[src/rtl/mul32_seq_ctrl.sv]
// Sequential unsigned 32x32 -> 64 shift-add multiplier built around one
// reused 32-bit carry-lookahead adder. Start/done handshake with busy flag.

// 4-bit carry-lookahead slice: sum bits plus group generate/propagate.
module cla4 (
   input  logic [3:0] a,
   input  logic [3:0] b,
   input  logic       ci,
   output logic [3:0] s,
   output logic       gg,
   output logic       gp
);
   logic [3:0] g, p;
   logic [3:0] c;

   // bit generate/propagate and flattened lookahead carries
   always_comb begin
      g    = a & b;
      p    = a ^ b;
      c[0] = ci;
      c[1] = g[0] | (p[0] & ci);
      c[2] = g[1] | (p[1] & g[0]) | (p[1] & p[0] & ci);
      c[3] = g[2] | (p[2] & g[1]) | (p[2] & p[1] & g[0]) | (p[2] & p[1] & p[0] & ci);
      s    = p ^ c;
      gg   = g[3] | (p[3] & g[2]) | (p[3] & p[2] & g[1]) | (p[3] & p[2] & p[1] & g[0]);
      gp   = &p;
   end
endmodule

// 32-bit adder: eight cla4 slices joined by group generate/propagate.
module cla32 (
   input  logic [31:0] a,
   input  logic [31:0] b,
   input  logic        ci,
   output logic [31:0] s,
   output logic        co
);
   localparam int NUM_GRP = 8;
   logic [NUM_GRP-1:0][3:0] a_g, b_g, s_g;
   logic [NUM_GRP-1:0]      gg, gp;
   logic [NUM_GRP:0]        gc;

   assign a_g = a;
   assign b_g = b;
   assign s   = s_g;
   assign co  = gc[NUM_GRP];
   assign gc[0] = ci;

   genvar i;
   generate
      for (i = 0; i < NUM_GRP; i++) begin : g_grp
         cla4 u_cla4 (
            .a  (a_g[i]),
            .b  (b_g[i]),
            .ci (gc[i]),
            .s  (s_g[i]),
            .gg (gg[i]),
            .gp (gp[i])
         );
         assign gc[i+1] = gg[i] | (gp[i] & gc[i]);
      end
   endgenerate
endmodule

module mul32_seq_ctrl (
   input  logic        clk,
   input  logic        reset,
   input  logic        start,
   input  logic [31:0] a,
   input  logic [31:0] b,
   output logic        busy,
   output logic        done,
   output logic [63:0] result
);
   typedef enum logic [1:0] {IDLE = 2'd0, EXEC = 2'd1, DONE = 2'd2} state_t;

   state_t      state, state_nxt;
   logic [31:0] mcand, hi, lo;
   logic [4:0]  cnt;
   logic        accept;
   logic        last;
   logic [31:0] addend, sum;
   logic        co;
   logic [63:0] prod_nxt;

   // one partial-product add per EXEC cycle; carry lands in bit 63 after shift
   assign addend   = lo[0] ? mcand : 32'h0;
   assign prod_nxt = {co, sum, lo[31:1]};
   assign last     = (cnt == 5'd31);

   cla32 u_cla32 (
      .a  (hi),
      .b  (addend),
      .ci (1'b0),
      .s  (sum),
      .co (co)
   );

   // state register
   always_ff @(posedge clk or posedge reset) begin
      if (reset) state <= IDLE;
      else       state <= state_nxt;
   end

   // next state and handshake outputs; DONE accepts start like IDLE
   always_comb begin
      state_nxt = IDLE;
      busy      = 1'b0;
      done      = 1'b0;
      accept    = 1'b0;
      case (state)
         IDLE: begin
            accept    = start;
            state_nxt = start ? EXEC : IDLE;
         end
         EXEC: begin
            busy      = 1'b1;
            state_nxt = last ? DONE : EXEC;
         end
         DONE: begin
            done      = 1'b1;
            accept    = start;
            state_nxt = start ? EXEC : IDLE;
         end
         default: state_nxt = IDLE;
      endcase
   end

   // datapath: load on accept, shift-add in EXEC, publish only on the last step
   always_ff @(posedge clk or posedge reset) begin
      if (reset) begin
         mcand  <= 32'h0;
         hi     <= 32'h0;
         lo     <= 32'h0;
         cnt    <= 5'd0;
         result <= 64'h0;
      end else if (accept) begin
         mcand <= a;
         hi    <= 32'h0;
         lo    <= b;
         cnt   <= 5'd0;
      end else if (state == EXEC) begin
         {hi, lo} <= prod_nxt;
         cnt      <= cnt + 5'd1;
         if (last) result <= prod_nxt;
      end
   end
endmodule

[config.mk]
export PLATFORM = sky130hd
export DESIGN_NAME = mul32_seq_ctrl
export DESIGN_NICKNAME = d
export VERILOG_FILES = /design/src/rtl/mul32_seq_ctrl.sv
export SDC_FILE = /design/constraint.sdc
export NUM_CORES = 1
export LEC_CHECK = 0
export BUFFER_PORTS_ARGS = -buffer_cell sky130_fd_sc_hd__buf_2
export CORE_MARGIN = 3
export CORE_UTILIZATION = 50
export DETAILED_ROUTE_END_ITERATION = 12
export GPL_TIMING_DRIVEN = 1
export PLACE_DENSITY = 0.75
export SLEW_MARGIN = 25
export SYNTH_ARGS = -nofsm -noshare
export SYNTH_HDL_FRONTEND = slang
export SYNTH_HIERARCHICAL = 1
export SYNTH_SLANG_ARGS = --single-unit
[constraint.sdc]
create_clock -name clk -period 10.9 [get_ports clk]
set_input_delay 2.18 -clock clk [delete_from_list [all_inputs] [get_ports clk]]
set_output_delay 2.18 -clock clk [all_outputs]
set_load 0.005 [all_outputs]
==> out/metrics.yaml, run 1 <==
outcome:
  status: "finished, final reports clean"
route:
  wl_um: 17900
  drtPass1Iterations: 4
  avgRoutedWirePerCell_um: 16.3
  met3_length_um: 779
  route.detailed.drc: 0
  dr.max_layer_used: "met4"
  drtIter0Drc: 333
  viasPerCell: 5.23
  dr_wl_met2_um: 8730
  via_count: 5711
  ant_nets: 0
  wl_met1_um: 8140
cts:
  clkSlewWorstSetupHoldPaths_ns: 0.07
  cts_hold_buf: 0
  clock_latency_ns: 0.43
  ctsHtreeMaxLevel: 4
  cts_made_buffers: 17
  cts_setup_buffers: 0
  cts_resized: 0
  cts_root_buffer: "clkbuf_16"
  clock_path_buffers: 2
  cts_tree: "built"
  cts_sinks: 167
synthesis:
  synth_area_leader_cell: "dfrtp_1"
  synth_edf_count: 0
  synth_common_cells: "dfrtp_1 (167), nand2_1 (140), mux2_4 (49), nand3_1 (48), ha_1 (42)"
  ys.flop_type: "dfrtp_1"
  ys_seq_elements: 167
  synth.top_cell.area_share_pct: 49.8
  synth_cell_types: 36
  ys_warn_count: 6
  async_flop_share_pct: 100
  syn_inst: 742
  synth_area_leaders: "dfrtp_1 (50%), mux2_4 (8.8%), ha_1 (6.3%), nand2_1 (6.3%), a22o_1 (3.5%)"
  syn_area_mm2: 0.00840
  synth_seq_area_share_pct: 49.8
  yosysMostFrequentCell: "dfrtp_1"
  avgSynthCellArea_um2: 11.3
setup_path:
  reg2regPathDepth: 13
  path_buf_inv: 2
  cpPeakStageDelay_ns: 0.60
  crit_chain: "nand2b_1, inv_4, buf_2"
  startpoint: "state[0]"
  worstPathRequired_ns: 8.72
  arrival_ns: 1.86
  r2r_slack_ns: 7.20
  endpoint_kind: "primary output"
  critical_path.top_delay_family: "buffers and inverters"
  reg2reg_to: "result[60]"
  cp_max_fo: 71
  startpoint_type: "register"
  cp_slowest_cell: "inv_4"
  critical_path_class: "register to primary output"
  r2r_start: "lo[0]"
global_routing:
  grt_pass1_wl_um: 29700
  antenna_found_initial: 0
  grt_usage_pct: 20.4
  grt_overflow_total: 0
  grt_max_degree: 95
  grt_pass1_vias: 5937
cells_and_area:
  nets: 980
  area_growth_pct: 16.5
  fin_area_mm2: 0.00978
  drive_gt1_share_pct: 29.7
  regArea_mm2: 0.00418
  stdcell_count: 1092
  final_core_util_pct: 60.5
  multi_input_comb_area_mm2: 0.00389
  fillers: 1351
  diodes: 0
sta:
  tightest_slew_ns: 0.960
  slew_violations: 0
  rsz0062_at_grt: "false"
  finalCriticalPeriod_ns: 4.04
  holdWs_ns: 0.465
  relSlewSlack_pct: 36.0
  tns_ns: 0
  finalSetupViolCount: 0
  fin_worst_skew_ns: 0.0105
  max_freq_ghz: 0.248
  finalHoldViolations: 0
  post-route-worst-setup-slack_ns: 6.86
  fin_crit_sh_pct: 37.0
power_and_ir_drop:
  total_power_mw: 3.07
  cellPowerDensity_mw_per_mm2: 314
  ir_worst_vdd_v: 0.000141
  p_leak_nw: 5.25
min_path:
  hold_path_class: "register to register"
  whs_endpoint: "mcand[21]"
  hold_depth: 2
  min_from: "mcand[21]"
place:
  dp_slack_ns: 6.85
  port_buffers: 132
  gp_congestion: 0.761
  dp.cells: 1060
  dpl_cell_area_mm2: 0.00919
  hpwl_um: 11800
floorplan:
  dieArea_mm2: 0.0184
  initial_core_util_pct: 51.9
  dieHeight_um: 136
  die_w_um: 136
  core.rowCount: 46
  io_pins: 133
  core_mm2: 0.0162
job:
  drv_cap: 0
## cell type report
class / instances / share of cell area, %
flip-flops and latches: 167 / 42.7
multi-input cells: 503 / 39.8
repair buffers: 138 / 7.21
clock buffers: 18 / 4.39
well taps: 216 / 2.76
clock inverters: 14 / 1.69
inverters: 36 / 1.46
## cells by family after synthesis
kind of cell / Yosys count / share of synthesized area, %
AO/OA/AOI/OAI: 111 / 10.4
XOR/XNOR: 24 / 2.50
adder cells (fa/ha/maj): 50 / 8.17
buffers and inverters: 75 / 4.19
flip-flops: 167 / 49.8
multiplexers: 67 / 11.1
other: 1 / 0.0447
AND/OR/NAND/NOR: 247 / 13.8
## registers in the layout, indices dropped and copies added, names as in the netlist
name    count
cnt         5
mcand      32
result     64
state       2
lo         32
hi         32
## how the worst max path moves through the flow
stage | end | slack [ns] | depth (start not counted)
finish | busy | 6.86 | 3
global route | busy | 6.74 | 3
CTS | busy | 6.82 | 3
detailed placement | hi[22] | 6.85 | 6
global placement | hi[25] | 6.89 | 6
floorplan | cnt[0] | 4.20 | 1
## placed cells by master, fill, tap and decap left out, types with 9 or more instances in the layout
| cell | count |
|---|---|
| a22oi_1 | 31 |
| mux2_4 | 49 |
| nand2_1 | 140 |
| buf_2 | 132 |
| a21o_1 | 21 |
| nand4_1 | 10 |
| a21oi_2 | 9 |
| dfrtp_1 | 167 |
| a22o_1 | 34 |
| mux2_2 | 16 |
| ha_1 | 42 |
| xnor2_1 | 16 |
| inv_1 | 34 |
| clkbuf_16 | 17 |
| and2_1 | 32 |
| nand3_1 | 48 |
## per-layer routing
metal | track usage [%] | vias up
li1 | - | 2797
met1 | 28.1 | 2777
met2 | 32.7 | 124
met3 | 4.57 | 13
met4 | 5.54 | 0
met5 | 0 | -
## where the power goes
part           switching [mW]  total [mW]  internal, mW
Clock                   0.265       0.610         0.344
Sequential              0.216        1.14         0.929
Combinational           0.639        1.31         0.675
Total                    1.12        3.07          1.95
## tightest hold or removal path, stage by stage (launching register included)
cell and delay [ns]:
dfrtp_1 0.33, nand2_1 0.05, nand2_1 0.05
(Power assumes the default switching activity.)
==> inputs of run 2 (changes only) <==
- clock period: 10.9 -> 3.9 ns (I/O delays scaled with it)
==> run 2 against run 1 <==
First-iteration DRC count increased by 4.8%. Core utilization increased by 0.10 points. Critical path type is now register to register. Final cell count increased by 0.27%. Largest power group unchanged. Die area unchanged. Clock skew about the same. Sequential cell count unchanged. Register-to-register slack got worse by 6.5 ns. Highest routed layer unchanged. Routed wire length increased by 1.6%. Worst hold slack improved by 0.0025 ns. Via count increased by 2.0%.
==> out/metrics.yaml, run 2 (synthesis results as in run 1) <==
sta:
  tightest_slew_ns: 0.894
  tns_ns: 0
  post-route-worst-setup-slack_ns: 0.662
  finalHoldViolations: 0
  relSlewSlack_pct: 40.4
  holdWs_ns: 0.467
  rsz0062_at_grt: "false"
  finalSetupViolCount: 0
  slew_violations: 0
  fin_crit_sh_pct: 83.0
  finalCriticalPeriod_ns: 3.24
  fin_worst_skew_ns: 0.0110
  max_freq_ghz: 0.309
setup_path:
  arrival_ns: 3.55
  cp_max_fo: 26
  cpPeakStageDelay_ns: 0.43
  path_buf_inv: 1
  cp_slowest_cell: "dfrtp_1"
  endpoint_kind: "register"
  worstPathRequired_ns: 4.21
  startpoint_type: "register"
  path_common_cell: "a21o_1"
  critical_path_class: "register to register"
  critical_path.top_delay_family: "compound AO/OA/AOI/OAI gates"
  crit_chain: "buf_4, and2_1, ha_1, a21oi_1, nand2_1, a21o_1, a21o_1, a21oi_2, a32oi_2, a21o_2, a21o_1, a21oi_2, xnor2_1, mux2_2"
cts:
  cts_hold_buf: 0
  cts_sinks: 167
  cts_resized: 0
  clock_latency_ns: 0.43
  clock_path_buffers: 2
  clkSlewWorstSetupHoldPaths_ns: 0.07
  ctsHtreeMaxLevel: 4
  cts_setup_buffers: 0
  cts_root_buffer: "clkbuf_16"
  cts_made_buffers: 17
  cts_tree: "built"
global_routing:
  grt_max_degree: 168
  grt_pass1_wl_um: 30000
  grt_usage_pct: 20.3
  grt_pass1_vias: 5974
  grt_overflow_total: 0
  antenna_found_initial: 0
cells_and_area:
  regArea_mm2: 0.00418
  most-common-layout-cells: "dfrtp_1 (167), nand2_1 (140), buf_2 (132)"
  fin_area_mm2: 0.00980
  area_growth_pct: 16.7
  final_common_cell: "dfrtp_1"
  diodes: 0
  final_core_util_pct: 60.6
  multi_input_comb_area_mm2: 0.00390
  stdcell_count: 1095
  nets: 983
  largest_reg_flops: 64
  drive_gt1_share_pct: 30.0
  fillers: 1354
  regMostFlops: "result"
route:
  drtIter0Drc: 349
  wl_um: 18100
  met3_length_um: 637
  drtPass1Iterations: 4
  route.detailed.drc: 0
  avgRoutedWirePerCell_um: 16.6
  viasPerCell: 5.32
  dr_wl_met2_um: 8730
  dr.max_layer_used: "met4"
  wl_met1_um: 8520
  via_count: 5825
  ant_nets: 0
floorplan:
  dieHeight_um: 136
  die_w_um: 136
  core.rowCount: 46
  core_mm2: 0.0162
  initial_core_util_pct: 51.9
  io_pins: 133
  dieArea_mm2: 0.0184
place:
  dp.cells: 1063
  port_buffers: 132
  hpwl_um: 11900
  dpl_cell_area_mm2: 0.00922
  gp_congestion: 0.821
  dp_slack_ns: 0.678
power_and_ir_drop:
  cellPowerDensity_mw_per_mm2: 875
  p_leak_nw: 5.27
  total_power_mw: 8.58
  ir_worst_vdd_v: 0.000379
job:
  drv_cap: 0
min_path:
  hold_path_class: "register to register"
outcome:
  status: "finished, final reports clean"
[run 2: cell count changes in the layout (fill, tap and decap cells not counted), sizes merged]
cell / delta
clkinv: +5
buf: +3
inv: -3
bufinv: -1
clkbuf: -1
[run 2: routing by layer]
metal | vias up | global-route usage, %
li1 | 2807 | -
met1 | 2886 | 28.1
met2 | 114 | 32.7
met3 | 18 | 3.68
met4 | 0 | 6.89
met5 | - | 0
[run 2: worst paths after layout]
path | from | end | slack, ns | depth (start not counted)
worst max-delay path | lo[0] | result[61] | 0.66 | 14
worst min-delay path | mcand[28] | mcand[28] | 0.47 | 2
worst max register to register | lo[0] | result[61] | 0.66 | 14
worst min register to register | mcand[28] | mcand[28] | 0.47 | 2
max in group asynchronous | reset | result[24] | 2.63 | 3
min in group asynchronous | reset | result[54] | 0.59 | 3
[run 2: report_power, final]
group	total, mW	switching [mW]	internal [mW]
sequential	3.17	0.567	2.60
combinational	3.79	1.88	1.91
clock	1.62	0.730	0.892
total	8.58	3.18	5.40
[run 2: tightest hold or removal path: cells and delay by family (launching register included)]
kind / cells / cell delay, ns
and+or+nand+nor: 2 / 0.10
DFF: 1 / 0.34
[run 2: layout make-up]
cell class,count,share of cell area [%]
Sequential cell,167,42.6
Multi-Input combinational cell,503,39.8
Timing Repair Buffer,141,7.56
Clock buffer,17,4.34
Tap cell,216,2.76
Clock inverter,15,1.49
Inverter,36,1.44
